--- config.mk ---
export PLATFORM = sky130hd
export DESIGN_NAME = fifo_sample_unpacker
export DESIGN_NICKNAME = d
export VERILOG_FILES = /design/src/rtl/fifo_sample_unpacker.sv
export SDC_FILE = /design/constraint.sdc
export NUM_CORES = 1
export LEC_CHECK = 0
export ABC_AREA = 1
export ABC_CLOCK_PERIOD_IN_PS = 2840
export BUFFER_PORTS_ARGS = -buffer_cell sky130_fd_sc_hd__clkbuf_2
export CAP_MARGIN = 20
export CORE_MARGIN = 4
export CORE_UTILIZATION = 41
export CTS_BUF_LIST = sky130_fd_sc_hd__clkbuf_4 sky130_fd_sc_hd__clkbuf_8
export CTS_CLUSTER_DIAMETER = 150
export DETAILED_ROUTE_END_ITERATION = 10
export SYNTH_ARGS = -nofsm -noshare
export SYNTH_HDL_FRONTEND = slang
export SYNTH_SLANG_ARGS = --single-unit
--- constraint.sdc ---
create_clock -name clk -period 2.84 [get_ports clk]
set_input_delay 0.284 -clock clk [delete_from_list [all_inputs] [get_ports clk]]
set_output_delay 0.284 -clock clk [all_outputs]
set_load 0.02 [all_outputs]
--- src/rtl/fifo_sample_unpacker.sv ---
// Pops whole samples from the tracking FIFO, assembles them from bytes and
// presents them on a valid/ready stream tagged with a rotating channel index.
module fifo_sample_unpacker #(
    parameter int BYTES_PER_SAMPLE = 3,
    parameter int MSB_FIRST        = 1,
    parameter int SIGN_EXTEND      = 1,
    parameter int CHANNELS         = 2
) (
    input  logic        clk,
    input  logic        reset,
    input  logic [7:0]  fifo_data,
    input  logic [10:0] fifo_addr_in,
    input  logic [10:0] fifo_addr_out,
    output logic        fifo_read,
    output logic [31:0] sample_data,
    output logic [2:0]  sample_channel,
    output logic        sample_valid,
    input  logic        sample_ready,
    output logic [10:0] level
);

    typedef enum logic [1:0] {
        ST_IDLE    = 2'd0,
        ST_READ    = 2'd1,
        ST_DRAIN   = 2'd2,
        ST_PRESENT = 2'd3
    } state_t;

    localparam int          SAMPLE_W = 8 * BYTES_PER_SAMPLE;
    localparam logic [2:0]  LAST_IDX = 3'(BYTES_PER_SAMPLE - 1);
    localparam logic [2:0]  LAST_CH  = 3'(CHANNELS - 1);
    localparam logic [10:0] N_LVL    = 11'(BYTES_PER_SAMPLE);

    state_t      state_q;
    logic        fifo_read_q;
    logic        rd_q;
    logic [2:0]  cnt_q;
    logic [2:0]  cap_q;
    logic [31:0] shift_q;
    logic [31:0] shift_d;
    logic [10:0] level_q;
    logic [10:0] level_d;
    logic [31:0] sample_data_q;
    logic [2:0]  sample_channel_q;
    logic        sample_valid_q;
    logic        start_s;

    // Right-justified raw sample widened to 32 bits, sign or zero fill.
    function automatic logic [31:0] extend(input logic [31:0] raw);
        logic [31:0] r;
        logic        fill;
        fill = (SIGN_EXTEND != 0) ? raw[SAMPLE_W-1] : 1'b0;
        for (int i = 0; i < 32; i++) begin
            r[i] = (i < SAMPLE_W) ? raw[i] : fill;
        end
        return r;
    endfunction

    assign start_s = (state_q == ST_IDLE) && (level_q >= N_LVL);

    // Next shift-register contents: capture the byte returned one cycle after each pop.
    always_comb begin
        shift_d = shift_q;
        level_d = fifo_addr_in - fifo_addr_out;
        if (rd_q) begin
            if (MSB_FIRST != 0) begin
                shift_d = {shift_q[23:0], fifo_data};
            end else begin
                shift_d[{cap_q[1:0], 3'b000} +: 8] = fifo_data;
            end
        end else if (start_s) begin
            shift_d = 32'h0000_0000;
        end else begin
            shift_d = shift_q;
        end
    end

    // Burst sequencer, capture bookkeeping and registered stream outputs.
    always_ff @(posedge clk or posedge reset) begin
        if (reset) begin
            state_q          <= ST_IDLE;
            fifo_read_q      <= 1'b0;
            rd_q             <= 1'b0;
            cnt_q            <= 3'd0;
            cap_q            <= 3'd0;
            shift_q          <= 32'h0000_0000;
            level_q          <= 11'd0;
            sample_data_q    <= 32'h0000_0000;
            sample_channel_q <= 3'd0;
            sample_valid_q   <= 1'b0;
        end else begin
            level_q <= level_d;
            rd_q    <= fifo_read_q;
            shift_q <= shift_d;
            if (rd_q) begin
                cap_q <= cap_q + 3'd1;
            end else if (start_s) begin
                cap_q <= 3'd0;
            end else begin
                cap_q <= cap_q;
            end

            case (state_q)
                ST_IDLE: begin
                    // Only a fully buffered sample starts a burst, so the FIFO never runs dry.
                    if (level_q >= N_LVL) begin
                        state_q     <= ST_READ;
                        fifo_read_q <= 1'b1;
                        cnt_q       <= 3'd0;
                    end else begin
                        fifo_read_q <= 1'b0;
                    end
                end
                ST_READ: begin
                    if (cnt_q == LAST_IDX) begin
                        fifo_read_q <= 1'b0;
                        state_q     <= ST_DRAIN;
                    end else begin
                        cnt_q <= cnt_q + 3'd1;
                    end
                end
                ST_DRAIN: begin
                    state_q        <= ST_PRESENT;
                    sample_valid_q <= 1'b1;
                    sample_data_q  <= extend(shift_d);
                end
                ST_PRESENT: begin
                    if (sample_ready) begin
                        sample_valid_q   <= 1'b0;
                        sample_channel_q <= (sample_channel_q == LAST_CH) ? 3'd0
                                                                          : sample_channel_q + 3'd1;
                        state_q          <= ST_IDLE;
                    end else begin
                        sample_valid_q <= 1'b1;
                    end
                end
                default: begin
                    state_q        <= ST_IDLE;
                    fifo_read_q    <= 1'b0;
                    sample_valid_q <= 1'b0;
                end
            endcase
        end
    end

    assign fifo_read      = fifo_read_q;
    assign sample_data    = sample_data_q;
    assign sample_channel = sample_channel_q;
    assign sample_valid   = sample_valid_q;
    assign level          = level_q;

endmodule

Word level (Yosys, flattened, before mapping)
Cells that the tools add are included.

$add $sub $neg: 3. Order comparisons: 1. Eq/ne operators: 9. Muxes and demuxes: 15. Reductions and logical operators: 8.

Operators with widths (count): two-way mux 24 bit (2); >= comparator 11 x 2 -> 1 bit (second input constant) (1); subtractor 11 bit (1); two-way mux 3 bit (3); one-hot mux 2 bit (4 select lines) (1); adder 3 x 1 -> 3 bit (second input constant) (2); two-way mux 2 bit (3); != test 2 bit (second input constant) (3); one-hot mux 3 bit (2 select lines) (1); AND reduction 3 bit (2); equality test 2 bit (second input constant) (2); one-hot mux 1 bit (2 select lines) (2); AND reduction 2 bit (2); nonzero test 2 bit (2); equality test 3 x 1 -> 1 bit (second input constant) (1); equality test 3 x 2 -> 1 bit (second input constant) (1); two-way mux 1 bit (3); equality test 2 x 1 -> 1 bit (second input constant) (1); logical NOT 2 bit (1); != test 2 x 1 -> 1 bit (second input constant) (1); logical AND 1 bit (1).

Register bits: 70. Bits of input ports: 33. Output and inout bits: 48. Logic and storage cells: 45.

Depth between registers and ports, before layout
Depth after elaboration: 4. Gate-level depth with buffers: 10. Depth with buffers taken out: 9.

Worst setup path before layout
OpenSTA, ideal clock, no wires.

Path kind: in2reg. Start point: in fifo_addr_in[0]. End point: reg level_q[8] (netlist: level[8]). Library setup time: 0.124 ns. Data arrival time: 1.336 ns. Data required time: 2.716 ns. Path slack: 1.380 ns. Stages: 9. Path buffers: 0. Cell sequence: inv_1 -> ha_1 -> inv_1 -> fa_1 -> nand3_1 -> nand2_1 -> nand3_1 -> nand2_1 -> xor2_1.

Word-level cells in the longest chain between the ends: 1.

RTL lines: start: declaration (RTL line 12) `input logic [10:0] fifo_addr_in,`; subtractor 11 bit (RTL line 64) `level_d = fifo_addr_in - fifo_addr_out;`; via level_d[8] (RTL line 42) `logic [10:0] level_d;`; end signal: assignment (RTL line 92) `level_q <= level_d;`; end: declaration (RTL line 41) `logic [10:0] level_q;`.

The timed path passes the listed nets, and every way through them passes these cells. A chain may end at the register's enable or synchronous reset.

Worst setup path after layout
Start point: reg state_q[0]. End point: reg sample_data_q[9] (netlist: sample_data[9]).

Word-level cells in the longest chain between the ends: 4. Elaborated cells on any way between the ends: 5. Those cells by class: 1 x eq/ne; 2 x mux; 2 x reduce/logical.

RTL lines: start: declaration (RTL line 34) `state_t state_q;`; start signal: assignment (RTL line 81) `state_q <= ST_IDLE;`; start signal: assignment (RTL line 107) `state_q <= ST_READ;`; start signal: assignment (RTL line 117) `state_q <= ST_DRAIN;`; logical NOT 2 bit (RTL line 59) `assign start_s = (state_q == ST_IDLE) && (level_q >= N_LVL);`; logical AND 1 bit (RTL line 59); two-way mux 24 bit (RTL line 71) `end else if (start_s) begin`; two-way mux 24 bit (RTL line 65) `if (rd_q) begin`; end signal: assignment (RTL line 125) `sample_data_q <= extend(shift_d);`; end: declaration (RTL line 43) `logic [31:0] sample_data_q;`.

Several ways; a longest one is shown, not always the timed one.

==> impl_metrics.csv <==
group,metric,value,unit
route,postRouteAntennaNets,0,
clocking,cts_tree,"done",
die,die_height,102,um
sta,hold_violations,0,
sta,tns,0,ps
synth,synthCells,442,
critical_path,cp_top_family,"buffers and inverters",
critical_path,critical_path_required,3110,ps
route,first_iter_violations,64,
layout,num_antenna_cells,0,
die,core,8380,um^2
die,initial_core_util,43.0,%
flow_run,drv_cap,0,
layout,multi_input_area,1440,um^2
clocking,path_clk_slew,80,ps
layout,fillers,842,
clocking,cts_root_buf,"clkbuf_8",
placed_design,place_area,3980,um^2
layout,fin_nets,568,
pwr,power.density,975,nW/um^2
critical_path,slowest_stage,"inv_1",
min_path,hold_path.class,"in -> reg",
global_route,top_usage_layer,"met2",
layout,final_common_cell,"nand2_1",
sta,min_period_over_period,55.2,%
pwr,p_leak,0.00243,uW
clocking,cts_setup_buffers,0,
route,drt-total-wl,7360,um
clocking,cts_max_path_buffers,2,
global_route,use_met2,26.4,%
die,die_area,10400,um^2
clocking,numCtsBuffers,9,
critical_path,crit_fanout,24,
critical_path,start_kind,"flip-flop",
die,row_count,33,
critical_path,cp.arrival,1840,ps
global_route,grt_max_degree,37,
outcome,status,"completed",
clocking,cts.sinks,70,
global_route,antenna_found_initial,0,
sta,report.final.setup_viol,0,
global_route,use_met1,18.5,%
route,drc,0,
critical_path,cp_num_buf_inv,2,
clocking,insertion_delay,340,ps
synth,synth_area,3600,um^2
pwr,ir_drop,0.391,mV
layout,layout_common_cells,"nand2_1 (158), clkbuf_2 (80), dfrtp_1 (70)",
layout,ff_latch_area,1750,um^2
synth,ys_warn_count,0,
synth,syn_nets,492,
layout,drive_above_1_share,25.2,%
critical_path,slowest_delay,570,ps
route,drt-wirelength-per-cell,11.7,um
placed_design,place_congestion,0.843,
layout,fin_area,4190,um^2
global_route,grt_first_pass_wirelength,12600,um
sta,timing.fmax,0.638,GHz
die,ios,81,
global_route,grt-ovfl-total,0,
placed_design,io_buffers,80,
critical_path,endpoint_kind,"flip-flop",
clocking,htree_levels,3,
placed_design,place_hpwl,5490,um
route,via_per_inst,4.49,
sta,finalMaxSlewViolations,0,
synth,ys_ff_latch,70,
sta,grt_setup_unrepaired,"no",
route,drtPass1Iterations,4,
synth,synth_cell_types,24,
global_route,grtUsageTotal,15.6,%
critical_path,path_class,"reg -> reg",
critical_path,path_cells,"inv_1 -> ha_1 -> inv_1 -> nand2_1 -> nand2_1",
global_route,grt_pass1_vias,2879,
sta,post-route-min-period,1570,ps
synth,synth_area_per_cell,8.15,um^2
sta,worst_pin_slew,775,ps
route,vias,2822,
sta,skew,9.82,ps
layout,area_growth,16.4,%
die,die_w,102,um
sta,relSlewSlack,48.3,%
global_route,met3_usage,4.48,%
synth,ys_seq_area_share,48.6,%
stage by stage:
| step | total power, uW | hold slack (ps) | setup slack [ps] | utilization (%) | std cells |
|---|---|---|---|---|---|
| 3_3_place_gp | 3300 | 355 | 1200 | 47.5 | 611 |
| 5_1_grt | 4460 | 165 | 1070 | 50.0 | 628 |
| 2_1_floorplan | 2990 | 420 | 788 | - | 442 |
| 3_5_place_dp | 3330 | 363 | 1180 | 47.5 | 611 |
| 4_1_cts | 4170 | 140 | 1240 | 50.0 | 628 |
| 6_report | 4090 | 162 | 1270 | 50.0 | 628 |
state kept, by name (all words and copies together) (netlist names):
| register | flops |
|---|---|
| state_q | 2 |
| sample_channel | 3 |
| shift_q | 24 |
| sample_data | 24 |
| sample_valid | 1 |
| fifo_read | 1 |
| level | 11 |
| rd_q | 1 |
| cnt_q | 3 |
logic make-up (layout without fill, tap and decap cells):
kind of cell | count (synthesis) | in the layout | synth area share (%)
adder cells (fa/ha/maj) | 17 | 17 | 6.11
flip-flops | 70 | 70 | 48.6
AO/OA/AOI/OAI | 22 | 22 | 3.26
AND/OR/NAND/NOR | 243 | 243 | 28.2
XOR/XNOR | 10 | 10 | 2.43
buffers and inverters | 80 | 161 | 11.4
path summary, 6_finish.rpt:
check	startpoint	endpoint	slack, ps	cells after the start
min in group asynchronous	reset	sample_data[2]$_DFFE_PP0P_	520	3
hold / removal	fifo_data[4]	shift_q[4]$_DFF_PP0_	160	3
setup / recovery	state_q[0]$_DFFE_PP0P_	sample_data[9]$_DFFE_PP0P_	1270	5
setup reg to reg	state_q[0]$_DFFE_PP0P_	sample_data[9]$_DFFE_PP0P_	1270	5
max in group asynchronous	reset	shift_q[17]$_DFF_PP0_	1570	4
hold reg to reg	fifo_read$_DFFE_PP0P_	rd_q$_DFF_PP0_	420	0
worst min-delay path: stages:
cell and delay (ps):
clkbuf_2 70, nand2_1 50, nand2_2 60
synthesized netlist by cell type, drive strengths merged:
library cell  count  area share, %
xor2              6            1.5
nor2             41            4.3
dfrtp            70             49
o21bai            2           0.42
fa                1           0.56
inv              60            6.3
nand2           188             22
dlymetal6s2s      1           0.35
buf              16            4.0
nand3            12            1.7
xnor2             4           0.97
o21ai             6           0.83
nand4             2           0.35
a21oi            13            1.8
a21o              1           0.21
clkbuf            3           0.87
ha               16            5.6
per-layer routing:
| metal | up-vias | routed length (um) |
|---|---|---|
| met5 | - | 0 |
| met1 | 1289 | 3260 |
| li1 | 1469 | - |
| met4 | 0 | 106 |
| met3 | 8 | 439 |
| met2 | 56 | 3550 |
area by class of cell:
class,count,area share (%)
sequential,70,41.8
clock inverter,5,1.40
tap,105,3.13
timing repair buffer,85,10.5
multi-input combinational,292,34.3
inverter,60,5.37
clock buffer,11,3.46
power breakdown:
| group | internal (uW) | switching [uW] |
|---|---|---|
| Combinational | 547 | 1150 |
| Clock | 439 | 375 |
| Sequential | 1360 | 214 |
| Total | 2340 | 1740 |
repair_timing:
item / 4_1_cts / 5_1_grt
endpoints found under the hold margin: 25 / 0
hold buffers: 1 / 0
gates resized for setup: 0 / 0
Note: power is estimated with default switching activity, not from simulation.
